===== src/rtl/alu_uart_interface.sv =====
// Byte-serial front-end for the combinational ALU: collects A, B and opcode from the
// UART receiver, captures the ALU result and hands it to the UART transmitter.
//
// state   | meaning
// WAIT_A  | idle, next received byte is operand A
// WAIT_B  | next received byte is operand B
// WAIT_OP | next received byte is the opcode (validated)
// EXEC    | ALU inputs settled, capture RESULT
// SEND    | TX_START pulse
// WAIT_TX | waiting for the transmitter to finish
module alu_uart_interface #(
  parameter int SIZEDATA = 8,
  parameter int SIZEOP   = 6
) (
  input  logic                CLK,
  input  logic                RESET,
  input  logic                RX_DONE,
  input  logic [SIZEDATA-1:0] RX_DATA,
  input  logic                TX_DONE,
  input  logic [SIZEDATA-1:0] RESULT,
  output logic [SIZEDATA-1:0] DATOA,
  output logic [SIZEDATA-1:0] DATOB,
  output logic [SIZEOP-1:0]   OPCODE,
  output logic                TX_START,
  output logic [SIZEDATA-1:0] TX_DATA,
  output logic                BUSY,
  output logic                ERR
);

  typedef enum logic [2:0] {
    WAIT_A, WAIT_B, WAIT_OP, EXEC, SEND, WAIT_TX
  } state_t;

  localparam logic [SIZEOP-1:0] OP_ADD = SIZEOP'('h20);
  localparam logic [SIZEOP-1:0] OP_SUB = SIZEOP'('h22);
  localparam logic [SIZEOP-1:0] OP_AND = SIZEOP'('h24);
  localparam logic [SIZEOP-1:0] OP_OR  = SIZEOP'('h25);
  localparam logic [SIZEOP-1:0] OP_XOR = SIZEOP'('h26);
  localparam logic [SIZEOP-1:0] OP_NOR = SIZEOP'('h27);
  localparam logic [SIZEOP-1:0] OP_SRL = SIZEOP'('h02);
  localparam logic [SIZEOP-1:0] OP_SRA = SIZEOP'('h03);

  state_t              state_q;
  logic [SIZEDATA-1:0] datoa_q, datob_q, tx_data_q;
  logic [SIZEOP-1:0]   opcode_q;
  logic                tx_start_q, busy_q, err_q;
  logic                op_valid;
  logic [SIZEOP-1:0]   op_byte;

  assign op_byte = RX_DATA[SIZEOP-1:0];

  // Upper bits must be clear so e.g. 0x60 is not mistaken for ADD.
  always_comb begin
    op_valid = 1'b0;
    if (RX_DATA[SIZEDATA-1:SIZEOP] == '0) begin
      case (op_byte)
        OP_ADD, OP_SUB, OP_AND, OP_OR,
        OP_XOR, OP_NOR, OP_SRL, OP_SRA: op_valid = 1'b1;
        default:                        op_valid = 1'b0;
      endcase
    end
  end

  always_ff @(posedge CLK) begin
    if (RESET) begin
      state_q    <= WAIT_A;
      datoa_q    <= '0;
      datob_q    <= '0;
      opcode_q   <= '0;
      tx_data_q  <= '0;
      tx_start_q <= 1'b0;
      busy_q     <= 1'b0;
      err_q      <= 1'b0;
    end else begin
      tx_start_q <= 1'b0;
      err_q      <= 1'b0;
      case (state_q)
        WAIT_A: begin
          busy_q <= 1'b0;
          if (RX_DONE) begin
            datoa_q <= RX_DATA;
            state_q <= WAIT_B;
          end
        end
        WAIT_B: begin
          busy_q <= 1'b0;
          if (RX_DONE) begin
            datob_q <= RX_DATA;
            state_q <= WAIT_OP;
          end
        end
        WAIT_OP: begin
          busy_q <= 1'b0;
          if (RX_DONE) begin
            if (op_valid) begin
              opcode_q <= op_byte;
              busy_q   <= 1'b1;
              state_q  <= EXEC;
            end else begin
              err_q   <= 1'b1;
              state_q <= WAIT_A;
            end
          end
        end
        EXEC: begin
          tx_data_q  <= RESULT;
          tx_start_q <= 1'b1;
          busy_q     <= 1'b1;
          state_q    <= SEND;
        end
        SEND: begin
          busy_q  <= 1'b1;
          state_q <= WAIT_TX;
        end
        WAIT_TX: begin
          if (TX_DONE) begin
            busy_q  <= 1'b0;
            state_q <= WAIT_A;
          end else begin
            busy_q <= 1'b1;
          end
        end
        default: begin
          busy_q  <= 1'b0;
          state_q <= WAIT_A;
        end
      endcase
    end
  end

  assign DATOA    = datoa_q;
  assign DATOB    = datob_q;
  assign OPCODE   = opcode_q;
  assign TX_DATA  = tx_data_q;
  assign TX_START = tx_start_q;
  assign BUSY     = busy_q;
  assign ERR      = err_q;

endmodule


===== config.mk =====
export PLATFORM = sky130hd
export DESIGN_NAME = alu_uart_interface
export DESIGN_NICKNAME = d
export VERILOG_FILES = /design/src/rtl/alu_uart_interface.sv
export SDC_FILE = /design/constraint.sdc
export NUM_CORES = 1
export LEC_CHECK = 0
export ABC_AREA = 1
export CAP_MARGIN = 20
export CORE_MARGIN = 5
export CORE_UTILIZATION = 40
export CTS_BUF_LIST = sky130_fd_sc_hd__clkbuf_8
export CTS_CLUSTER_SIZE = 16
export DETAILED_ROUTE_END_ITERATION = 6
export PLACE_DENSITY = 0.74
export SYNTH_ARGS = -nofsm -noshare
export SYNTH_HDL_FRONTEND = slang
export SYNTH_SLANG_ARGS = --single-unit

===== constraint.sdc =====
create_clock -name CLK -period 1.15 [get_ports CLK]
set_input_delay 0.23 -clock CLK [delete_from_list [all_inputs] [get_ports CLK]]
set_output_delay 0.23 -clock CLK [all_outputs]
set_load 0.01 [all_outputs]

# ---- After elaboration in Yosys (flattened, before gate mapping)
# Cells that the tools add are included.
dict set report classes {
  add_sub_neg 0
  n_mul 0
  div 0
  order_cmp 0
  eq_ne 17
  shifts 0
  n_mux 14
  bitwise_logic 2
  reduce_logical 9
}
# op count
set op_table {}
lappend op_table {{6-bit == test (second input constant)} 6}
lappend op_table {{3-bit case mux with 6 select lines} 1}
lappend op_table {{6-bit by 2-bit == test with 1-bit output (second input constant)} 2}
lappend op_table {{3-bit 2-to-1 mux} 4}
lappend op_table {{2-bit inequality test (second input constant)} 4}
lappend op_table {{8-bit OR reduction} 1}
lappend op_table {{1-bit 2-to-1 mux} 7}
lappend op_table {{3-bit by 2-bit == test with 1-bit output (second input constant)} 2}
lappend op_table {{3-bit == test (second input constant)} 2}
lappend op_table {{2-bit AND reduction} 2}
lappend op_table {{4-bit AND reduction} 1}
lappend op_table {{3-bit by 1-bit == test with 1-bit output (second input constant)} 1}
lappend op_table {{3-bit zero test} 1}
lappend op_table {{1-bit case mux with 3 select lines} 1}
lappend op_table {{3-bit AND reduction} 1}
lappend op_table {{3-bit OR reduction} 1}
lappend op_table {{2-bit zero test} 1}
lappend op_table {{2-bit 2-to-1 mux} 1}
lappend op_table {{1-bit inverter} 2}
lappend op_table {{2-bit OR reduction} 1}
dict set report totals {
  ff_bits 36
  latch_bits 0
  ram_bits 0
  rom_bits 0
  input_bits 20
  mem_count 0
}

# ---- Depth between registers and ports, before layout
dict set report logic_depth {
  depth_word 7
  ltp_mapped 8
  ltp_nobuf 7
}

# ---- Least setup slack after synthesis
# Ideal clock, no wire load.
dict set report synth_path {
  path_type {register -> register}
  start {reg state_q[0]}
  end {reg datoa_q[0], in the netlist DATOA[0]}
  t_arrival_ps 989
  path_slack_ps 41
  path_stages_with_launch 7
  path_buffers 1
  path_cell_list {dfxtp_1 > inv_1 > nand3_1 > inv_1 > buf_6 > o21ai_0 > a21oi_1}
}
dict set report synth_via {
  elab_chain_cells 2
}
# item line_no
set synth_lines {}
lappend synth_lines {{start, declared} 43} ;# state_t state_q;
lappend synth_lines {{start signal, assigned} 66} ;# state_q <= WAIT_A;
lappend synth_lines {{start signal, assigned} 82} ;# state_q <= WAIT_B;
lappend synth_lines {{start signal, assigned} 89} ;# state_q <= WAIT_OP;
lappend synth_lines {{3-bit zero test} 77} ;# case (state_q)
lappend synth_lines {{2-bit AND reduction (no source line)} --}
lappend synth_lines {{end signal, assigned} 67} ;# datoa_q <= '0;
lappend synth_lines {{end signal, assigned} 81} ;# datoa_q <= RX_DATA;
lappend synth_lines {{end, declared} 44} ;# logic [SIZEDATA-1:0] datoa_q, datob_q, tx_data_q;
# No other way between the ends.
# A chain may end at the register's enable or synchronous reset.

# ---- Worst setup path in the final report
dict set report layout_path {
  start {reg state_q[1]}
  end {reg datob_q[4], in the netlist DATOB[4]}
}
dict set report layout_via {
  elab_chain_cells 2
}
# item line_no
set layout_lines {}
lappend layout_lines {{3-bit by 1-bit == test with 1-bit output} 77}
lappend layout_lines {{2-bit AND reduction (no source line)} --}
lappend layout_lines {{end signal, assigned} 68} ;# datob_q <= '0;
lappend layout_lines {{end signal, assigned} 88} ;# datob_q <= RX_DATA;
lappend layout_lines {{end, declared} 44}
# No other way between the ends.

==> results.cfg <==
[status]
status = complete, but fails checks
violations = setup timing

[floorplanning]
die_area_sq_mm = 0.00468
fp.dieH_um = 68.4
rows = 21
die_width_um = 68.4
ios = 53
start_util = 0.412
core_sq_mm = 0.00331

[logic_synthesis]
synth_nets = 199
synthArstFlopShare = 0
synthMuxAreaShare = 0
synth_edf_count = 0
yosysUniqueCellTypes = 18
ys_seq_area_frac = 0.528
synth_xor_area_frac = 0
yosysMostFrequentCell = nor2_1
synth-simple-area-share = 0.246
syn_inst = 179
yosys_warnings = 0
synthesis.area_sq_mm = 0.00136
synth_top_area_share = 0.528
ys_top_cells_by_count = nor2_1, dfxtp_1, o21ai_0
synth-seq-cells = 36
synthAdderAreaFrac = 0
synth_top_family_by_area = simple AND/OR/NAND/NOR gates
yosys-top-cells-area = dfxtp_1, nor2_1, o21ai_0
synth_compound_area_frac = 0.142
avgSynthCellArea_sq_um = 7.62
synthFlopType = dfxtp_1
synth_top_cell_by_area = dfxtp_1

[place]
port-buffer-count = 52
place.gp.congestion = 0.828
hpwlAfterDp_mm = 2.59
post-place-ws_ns = -0.367

[setup_path]
start_kind = flop
cp.required_ns = 1.33
crit_type = reg2reg
critPathMaxStageDelay_ns = 0.34
path_cells = nor2_2 -> nand3_2 -> buf_4 -> o21ai_0 -> nor2_1
cp.arrival_ns = 1.35
cp_max_fo = 4
slowest_stage = dfxtp_2
crit_path_end_kind = flop

[pwr]
switching_power_uw = 673
seqPwrFrac = 0.515
switching_share = 0.256
ir_drop_uv = 869
powerDensity_mw_per_mm2 = 1200
leakage_nw = 1.09
power.clock.fraction = 0.313
p_int_mw = 1.95
p_comb_frac = 0.172

[sta]
fin_skew_ns = 0.00522
setup-violations-final = 3
slew_violations = 0
hold_viol_final = 0
slew_headroom = 0.866
tns_ns = -0.0445
hold_ws_ns = 0.391
max_freq_mhz = 850
grt_setup_unrepaired = yes
finalWorstSetupSlack_ns = -0.0258
worstMarginPinSlew_ns = 0.199
fin_crit_ns = 1.18
fin_crit_sh = 1.02

[worst_hold_path]
worstHoldPathType = in2reg

[routing]
drt-wirelength-per-cell_um = 11.8
finalWirelength_mm = 3.58
drt_iter0_drc = 94
firstDrtPassIters = 4
vias_per_cell = 4.49
drc = 0
ant_nets = 0
vias = 1365

[global_route]
antenna_found_initial = 0
grt_usage = 0.163
grt_pass1_wl_mm = 5.70
grt_pass1_vias = 1279
grt_max_degree = 25
grt.overflow.total = 0

[clock_tree]
holdBufCountCts = 0
cts_root_buf = clkbuf_8
cts_buffers = 5
clkSlewWorstSetupHoldPaths_ns = 0.07
cts_tree = done
clock-sinks = 36
worstSkewPairLatency_ns = 0.29
cts_max_level = 2
cts_buffer_depth = 2

[layout]
n_antenna_cell = 0
layout-drive-gt1-share = 0.205
area_growth_pct = 60.6
final_nets = 278
utilization = 0.662

[job]
drv_cap = 0
==> final cells by class <==
type / instances / area (sq um)
repair inverters: 1 / 5.00
inverters: 18 / 70.1
well taps: 46 / 57.6
clock buffers: 5 / 68.8
fillers: 297 / 1120
clock inverters: 2 / 8.76
repair buffers: 77 / 689
flip-flops and latches: 36 / 727
multi-input cells: 119 / 564
==> sequential cells by signal (all words and copies together) (netlist names) <==
signal,cells
OPCODE,6
BUSY,1
ERR,1
TX_DATA,8
DATOB,8
state_q,3
DATOA,8
TX_START,1
==> cell families (layout without fill, tap and decap cells) <==
logic type,Yosys count,after routing
AO/OA/AOI/OAI,38,38
AND/OR/NAND/NOR,81,81
flip-flops,36,36
buffers and inverters,24,103
==> final timing paths <==
check,from,end,slack (ns),cells after the start
hold / removal,RX_DATA[3],DATOA[3]$_SDFFE_PP0P_,0.39,3
setup / recovery,state_q[1]$_SDFFE_PP0P_,DATOB[4]$_SDFFE_PP0P_,-0.03,5
setup reg to reg,state_q[1]$_SDFFE_PP0P_,DATOB[4]$_SDFFE_PP0P_,-0.03,5
hold reg to reg,OPCODE[4]$_SDFFE_PP0P_,OPCODE[4]$_SDFFE_PP0P_,0.46,2
==> power groups by stage <==
stage / sequential, mW / clock [mW] / combinational [mW]
finish: 1.35 / 0.821 / 0.451
detailed placement: 1.38 / 0 / 0.468
global placement: 1.38 / 0 / 0.464
CTS: 1.35 / 0.849 / 0.428
global route: 1.36 / 0.885 / 0.500
floorplan: 1.41 / 0 / 0.154
==> per-layer routing <==
layer	vias up	GRT usage	routed length, um	share of wire
met5	-	0	0	0
met1	607	0.200	1570	0.44
met4	0	0.0670	45	0.013
met3	4	0.0411	153	0.043
li1	723	-	-	-
met2	31	0.268	1810	0.51
==> cell usage in the layout, fill, tap and decap left out, types with 2 or more instances in the layout <==
cell             Yosys  layout
o21ai_0             25      23
clkbuf_8             0       5
a21oi_2              1       2
inv_2                2       3
nand3_2              0       3
inv_1               16      15
a21oi_1             11      10
nand2_1             18      16
o21ai_1              1       2
nor2_1              51      50
nand3_1              7       4
dfxtp_1             36      33
dfxtp_2              0       2
buf_6                3       2
buf_4                0      22
nor2_4               1       2
clkdlybuf4s15_1      0      14
clkdlybuf4s50_1      0      10
nand2_2              1       3
dlygate4sd2_1        0      27
==> stage by stage <==
stage / instance area [sq um] / std cells / total power, mW
after global placement: 2080 / 294 / 1.84
after detailed placement: 2080 / 294 / 1.85
after floorplan: 1360 / 179 / 1.56
after global routing: 2190 / 304 / 2.74
after CTS: 2130 / 302 / 2.63
final: 2190 / 304 / 2.62
==> repair_timing <==
action / in CTS / in global routing
pin swaps: 6 / 3
cloned: 1 / 1
buffers inserted: 0 / 1
endpoints found under the setup margin: 54 / 40
resized for setup: 52 / 27
==> worst max-delay path: cells and delay by family (launching register included) <==
kind,cells,cell delay [ns]
AND/OR/NAND/NOR,3,0.39
buffers and inverters,1,0.17
AO/OA/AOI/OAI,1,0.19
flip-flops,1,0.34
No activity file was read; power rests on OpenSTA's default activity.
